### src/rtl/mem_arbiter.sv
// Two-requester (IFU/LSU) arbiter for a single shared memory port.
// Round-robin on contention; one outstanding transaction; accept -> request -> response.
module mem_arbiter #(
    parameter int XLEN  = 32,
    parameter int MASKW = 8
) (
    input  logic             clk_i,
    input  logic             rst_i,
    input  logic             ifu_valid_i,
    input  logic [XLEN-1:0]  ifu_addr_i,
    output logic             ifu_ready_o,
    output logic             ifu_rvalid_o,
    output logic [XLEN-1:0]  ifu_rdata_o,
    input  logic             lsu_valid_i,
    input  logic             lsu_wen_i,
    input  logic [XLEN-1:0]  lsu_addr_i,
    input  logic [MASKW-1:0] lsu_mask_i,
    input  logic [XLEN-1:0]  lsu_wdata_i,
    output logic             lsu_ready_o,
    output logic             lsu_rvalid_o,
    output logic [XLEN-1:0]  lsu_rdata_o,
    output logic             mem_valid_o,
    output logic             mem_wen_o,
    output logic [XLEN-1:0]  mem_addr_o,
    output logic [MASKW-1:0] mem_mask_o,
    output logic [XLEN-1:0]  mem_wdata_o,
    input  logic             mem_ready_i,
    input  logic             mem_rvalid_i,
    input  logic [XLEN-1:0]  mem_rdata_i
);

    typedef enum logic [1:0] {IDLE, REQ, RESP} state_e;
    typedef enum logic {OWN_IFU, OWN_LSU} owner_e;

    state_e           state_q, state_d;
    owner_e           owner_q, owner_d;
    owner_e           last_owner_q, last_owner_d;
    logic             wen_q, wen_d;
    logic [XLEN-1:0]  addr_q, addr_d;
    logic [MASKW-1:0] mask_q, mask_d;
    logic [XLEN-1:0]  wdata_q, wdata_d;
    logic             rst_dly_q, rst_dly_d;
    logic             grant_ifu, grant_lsu;
    logic             out_en;
    logic             resp_fire;

    always_ff @(posedge clk_i) begin
        rst_dly_q <= rst_dly_d;
        if (rst_i) begin
            state_q      <= IDLE;
            owner_q      <= OWN_IFU;
            last_owner_q <= OWN_IFU;
            wen_q        <= 1'b0;
            addr_q       <= '0;
            mask_q       <= '0;
            wdata_q      <= '0;
        end else begin
            state_q      <= state_d;
            owner_q      <= owner_d;
            last_owner_q <= last_owner_d;
            wen_q        <= wen_d;
            addr_q       <= addr_d;
            mask_q       <= mask_d;
            wdata_q      <= wdata_d;
        end
    end

    always_comb begin
        state_d      = state_q;
        owner_d      = owner_q;
        last_owner_d = last_owner_q;
        wen_d        = wen_q;
        addr_d       = addr_q;
        mask_d       = mask_q;
        wdata_d      = wdata_q;
        rst_dly_d    = rst_i;
        grant_ifu    = 1'b0;
        grant_lsu    = 1'b0;
        unique case (state_q)
            IDLE: begin
                // No grant in the cycle after reset: outputs stay quiet for that cycle.
                if (!rst_dly_q) begin
                    if (ifu_valid_i && (!lsu_valid_i || last_owner_q == OWN_LSU)) begin
                        grant_ifu = 1'b1;
                    end else if (lsu_valid_i) begin
                        grant_lsu = 1'b1;
                    end
                end
                if (grant_ifu) begin
                    state_d      = REQ;
                    owner_d      = OWN_IFU;
                    last_owner_d = OWN_IFU;
                    wen_d        = 1'b0;
                    addr_d       = ifu_addr_i;
                    mask_d       = '1;
                    wdata_d      = '0;
                end else if (grant_lsu) begin
                    state_d      = REQ;
                    owner_d      = OWN_LSU;
                    last_owner_d = OWN_LSU;
                    wen_d        = lsu_wen_i;
                    addr_d       = lsu_addr_i;
                    mask_d       = lsu_mask_i;
                    wdata_d      = lsu_wdata_i;
                end
            end
            REQ: begin
                if (mem_ready_i) state_d = RESP;
            end
            RESP: begin
                if (mem_rvalid_i) state_d = IDLE;
            end
            default: state_d = IDLE;
        endcase
    end

    always_comb begin
        out_en       = !(rst_i || rst_dly_q);
        resp_fire    = (state_q == RESP) && mem_rvalid_i;
        ifu_ready_o  = 1'b0;
        lsu_ready_o  = 1'b0;
        ifu_rvalid_o = 1'b0;
        lsu_rvalid_o = 1'b0;
        ifu_rdata_o  = '0;
        lsu_rdata_o  = '0;
        mem_valid_o  = 1'b0;
        mem_wen_o    = 1'b0;
        mem_addr_o   = '0;
        mem_mask_o   = '0;
        mem_wdata_o  = '0;
        if (out_en) begin
            ifu_ready_o  = grant_ifu;
            lsu_ready_o  = grant_lsu;
            mem_valid_o  = (state_q == REQ);
            mem_wen_o    = wen_q;
            mem_addr_o   = addr_q;
            mem_mask_o   = mask_q;
            mem_wdata_o  = wdata_q;
            ifu_rvalid_o = resp_fire && (owner_q == OWN_IFU);
            lsu_rvalid_o = resp_fire && (owner_q == OWN_LSU);
            if (ifu_rvalid_o && !wen_q) ifu_rdata_o = mem_rdata_i;
            if (lsu_rvalid_o && !wen_q) lsu_rdata_o = mem_rdata_i;
        end
    end

endmodule

### config.mk
export PLATFORM = sky130hd
export DESIGN_NAME = mem_arbiter
export DESIGN_NICKNAME = d
export VERILOG_FILES = /design/src/rtl/mem_arbiter.sv
export SDC_FILE = /design/constraint.sdc
export NUM_CORES = 1
export LEC_CHECK = 0
export ABC_AREA = 1
export CORE_ASPECT_RATIO = 1.75
export CORE_UTILIZATION = 34
export DETAILED_ROUTE_END_ITERATION = 10
export GPL_ROUTABILITY_DRIVEN = 0
export PLACE_DENSITY = 0.75
export SLEW_MARGIN = 0
export SYNTH_ARGS = -nofsm -noshare
export SYNTH_HDL_FRONTEND = slang
export SYNTH_SLANG_ARGS = --single-unit
### constraint.sdc
create_clock -name clk_i -period 1.15 [get_ports clk_i]
set_input_delay 0.1725 -clock clk_i [delete_from_list [all_inputs] [get_ports clk_i]]
set_output_delay 0.1725 -clock clk_i [all_outputs]
set_load 0.02 [all_outputs]
Word level (Yosys, flattened, before mapping)
Index checks and enable logic that the tools add are counted.

word-level totals
  input bits = 143
  memories kept = 0
  flip-flop bits (word level) = 77
  latch bits = 0
  memory bits (read-only) = 0
  word-level logic and storage cells = 64
  output and inout port bits = 142
  bits in writable memories = 0

cells by class
  divide/modulo/power cells = 0
  reductions and logical operators = 14
  eq/ne operators = 5
  shift-type cells = 0
  multiplexer cells = 37
  add/sub/neg operators = 0
  bitwise gates (word level) = 1
  multiply operators = 0
  magnitude comparators = 0

operator list
  cell                                           count
  two-way mux 32 bit                             10
  two-way mux 8 bit                              3
  two-way mux 1 bit                              19
  two-way mux 2 bit                              4
  logical AND 1 bit                              6
  case mux 2 bit (3 select lines)                1
  inequality test 2 bit, second input constant   2
  inequality test 3 bit, second input constant   1
  AND reduction 3 bit                            1
  == test 2 x 1 -> 1 bit, second input constant  1
  == test 2 bit, second input constant           1
  zero test 1 bit                                2
  zero test 2 bit                                1
  logical OR 1 bit                               2
  AND reduction 2 bit                            1
  nonzero test 2 bit                             1
  NOT 1 bit                                      1

Depth between registers and ports, before layout
  depth after elaboration = 9
  mapped depth = 11
  depth with buffers taken out = 9

Worst setup path before layout
OpenSTA, ideal clock, no wires.

  path kind = flip-flop to output port
  start point = reg state_q[1]
  end point = out ifu_rdata_o[11]
  arrival = 1388 ps
  cell stages (with the launch flop) = 6
  setup slack = -410 ps
  required time = 978 ps
  path buffers = 1
  cells stage by stage = dfxtp_1 > nand3_1 > nor2_1 > nand2_2 > buf_6 > nor3_1

between the ends
  longest elaborated chain between the ends = 6

ends and longest elaborated chain
  what                    line  RTL
  start, declared         35    state_e state_q, state_d;
  start signal, assigned  58    state_q <= state_d;
  == test 2 bit           119   resp_fire = (state_q == RESP) && mem_rvalid_i;
  logical AND 1 bit       119
  logical AND 1 bit       139   ifu_rvalid_o = resp_fire && (owner_q == OWN_IFU);
  logical AND 1 bit       141   if (ifu_rvalid_o && !wen_q) ifu_rdata_o = mem_rdata_i;
  two-way mux 32 bit      141
  two-way mux 32 bit      131   if (out_en) begin
  end, declared           13    output logic [XLEN-1:0] ifu_rdata_o,

No other way between the ends.

Final worst setup path
  start point = reg state_q[0]
  end point = out lsu_rdata_o[19]

between the ends
  longest elaborated chain between the ends = 6

ends and longest elaborated chain
  what                line  RTL
  == test 2 bit       119
  logical AND 1 bit   119
  logical AND 1 bit   140   lsu_rvalid_o = resp_fire && (owner_q == OWN_LSU);
  logical AND 1 bit   142   if (lsu_rvalid_o && !wen_q) lsu_rdata_o = mem_rdata_i;
  two-way mux 32 bit  142
  two-way mux 32 bit  131
  end, declared       21    output logic [XLEN-1:0] lsu_rdata_o,

No other way between the ends.

==> flow_metrics.py <==
metrics = {
    "status": {
        "status": "finished, violations left",
        "violations": "negative setup slack",
    },
    "timing": {
        "hold-worst-slack_ps": 396,
        "fmax_mhz": 558,
        "post-route-min-period_ps": 1790,
        "tightest_slew_ps": 652,
        "skew_ps": 10.2,
        "period_share_pct": 156,
        "slew_viol_final": 0,
        "finalHoldViolCount": 0,
        "rsz0062_at_grt": "yes",
        "relSlewSlack_pct": 56.5,
        "setup_viol": 218,
        "setup_slack_ps": -641,
    },
    "detailed_routing": {
        "drc": 0,
        "drt_first_pass_iters": 7,
        "routedWlPerCell_um": 20.4,
        "wl_met1_mm": 8.40,
        "finalWirelength_mm": 26.1,
        "drt_iter0_markers": 323,
        "ant_nets": 0,
        "wl_met2_mm": 14.4,
        "highest_layer": "met4",
        "dr_wl_met3_mm": 1.60,
        "via_count": 6579,
        "via_per_inst": 5.13,
    },
    "synthesis": {
        "syn_area_per_cell_um2": 6.42,
        "synth_nets": 862,
        "syn_area_um2": 4610,
        "ys_ff_latch": 77,
        "netlist_instances": 719,
        "seq_area_frac_synth_pct": 33.4,
        "yosys_warnings": 0,
        "ys_types": 26,
    },
    "placed_design": {
        "dpl_worst_slack_ps": -1000,
        "hpwl_mm": 12.5,
        "place_area_um2": 8590,
        "port_buffers": 284,
    },
    "cts": {
        "numCtsBuffers": 9,
        "cts.hold.buffers_added": 0,
        "tritoncts": "yes",
        "clockBufferDepth": 2,
        "root_buffer": "clkbuf_16",
        "h-tree-depth": 3,
        "clkTransAtPathRegs_ps": 70,
        "clk_latency_ps": 340,
        "clock-sinks": 77,
    },
    "global_route": {
        "antenna_found_initial": 3,
        "grt_max_degree": 43,
        "grt_overflow": 0,
        "grt_pass1_vias": 5844,
        "grtUsageTotal_pct": 26.6,
        "grt_pass1_wl_mm": 29.6,
    },
    "finish": {
        "finalInstanceArea_um2": 11400,
        "syn_to_final_growth_pct": 148,
        "fin_nets": 1244,
        "drive_above_1_share_pct": 55.5,
        "fillers": 633,
    },
    "critical_path": {
        "crit_required_ps": 980,
        "cp.arrival_ps": 1620,
        "start_kind": "flop",
        "cp_max_fo": 12,
        "critical_path_class": "flop to output port",
        "endpoint_kind": "output port",
    },
    "die": {
        "core_um2": 13300,
        "initial_core_util_pct": 34.7,
        "fp-row-count": 56,
        "die_h_um": 156,
        "fp.dieW_um": 90.1,
        "pin_count": 285,
        "die_area_um2": 14100,
    },
    "pwr": {
        "power.density_nw_per_um2": 825,
        "power.total_mw": 9.43,
        "ir_drop_mv": 1.12,
        "p_leak_nw": 4.78,
    },
    "run": {
        "max_cap_viol_count": 0,
    },
    "worst_hold_path": {
        "hold_path_class": "input port to flop",
    },
}
==> logic make-up (layout without fill, tap and decap cells) <==
group | count (synthesis) | after routing | synth area share, %
other cells | 0 | 2 | 0
buf+inv | 197 | 581 | 20.1
compound gates | 115 | 115 | 14.1
simple gates | 330 | 333 | 32.4
flops | 77 | 77 | 33.4
==> metal layers <==
metal / GRT usage (%) / vias up
met1: 25.6 / 3150
met5: 0 / -
met4: 14.0 / 0
li1: - / 2961
met3: 5.80 / 118
met2: 52.0 / 350
==> flip-flops by register name, summed over array words and instances (netlist names) <==
name	flops
wdata_q	32
last_owner_q	1
mask_q	8
state_q	2
rst_dly_q	1
wen_q	1
addr_q	32
==> cells in the final DEF (no fill, tap or decap), drive strengths merged <==
master           n
inv            146
a21oi           43
diode            2
bufinv           1
clkdlybuf4s50  139
o21ai           72
nand4            1
dlymetal6s2s     1
nand3b           1
clkinv           4
buf            265
dfxtp           77
clkbuf          24
nor3            67
nor2           144
nand2          115
dlygate4sd2      1
nand3            5
==> power by group <==
| part | internal, mW | total (mW) | switching, mW |
|---|---|---|---|
| clock | 1.69 | 2.88 | 1.19 |
| combinational | 1.77 | 3.55 | 1.78 |
| sequential | 2.87 | 3.00 | 0.131 |
==> per-stage QoR <==
step,std cells,utilization (%),TNS (ps)
finish,1282,85.9,-109730
detailed placement,1187,64.6,-145300
global placement,1187,64.6,-140890
global route,1282,85.9,-119390
floorplan,719,-,-26450
CTS,1243,73.0,-96070
==> synth_stat cells (all sizes together) <==
library cell	instances	area, um^2
nand3	5	35.0
buf	39	335
a21oi	43	290
nand4	1	12.5
dfxtp	77	1540
nand3b	1	7.51
o21ai	72	360
inv	146	548
clkbuf	12	45.0
nor2	144	551
nand2	112	503
nor3	67	385
==> worst paths after layout <==
check	start	end	slack [ps]	depth (start not counted)
min	lsu_wdata_i[12]	wdata_q[12]	400	3
max reg2reg	last_owner_q	wdata_q[25]	-630	13
min reg2reg	wdata_q[29]	wdata_q[29]	480	2
max	state_q[0]	lsu_rdata_o[19]	-640	7
==> final cells by class <==
class	count	area, um^2	area share [%]
timing repair buffer	419	4870	42.6
multi-input combinational	448	3930	34.4
sequential	77	1550	13.6
inverter	146	566	4.95
clock buffer	11	233	2.04
tap	174	218	1.90
clock inverter	5	61.3	0.536
antenna	2	5.00	0.0438
==> critical path, stage by stage (launching register included) <==
cell,delay [ps]
dfxtp_2,330
inv_2,80
nand3_4,110
nor2_4,110
nand2_4,100
buf_12,180
nor3_2,170
buf_4,200
==> timing repair <==
item	in CTS	in global routing
endpoints found under the setup margin	218	218
buffers inserted	25	23
gates resized for setup	865	315
endpoints found under the hold margin	0	0
gates cloned	15	17
pin swaps	20	52
Power figures use the tool's default switching activity.
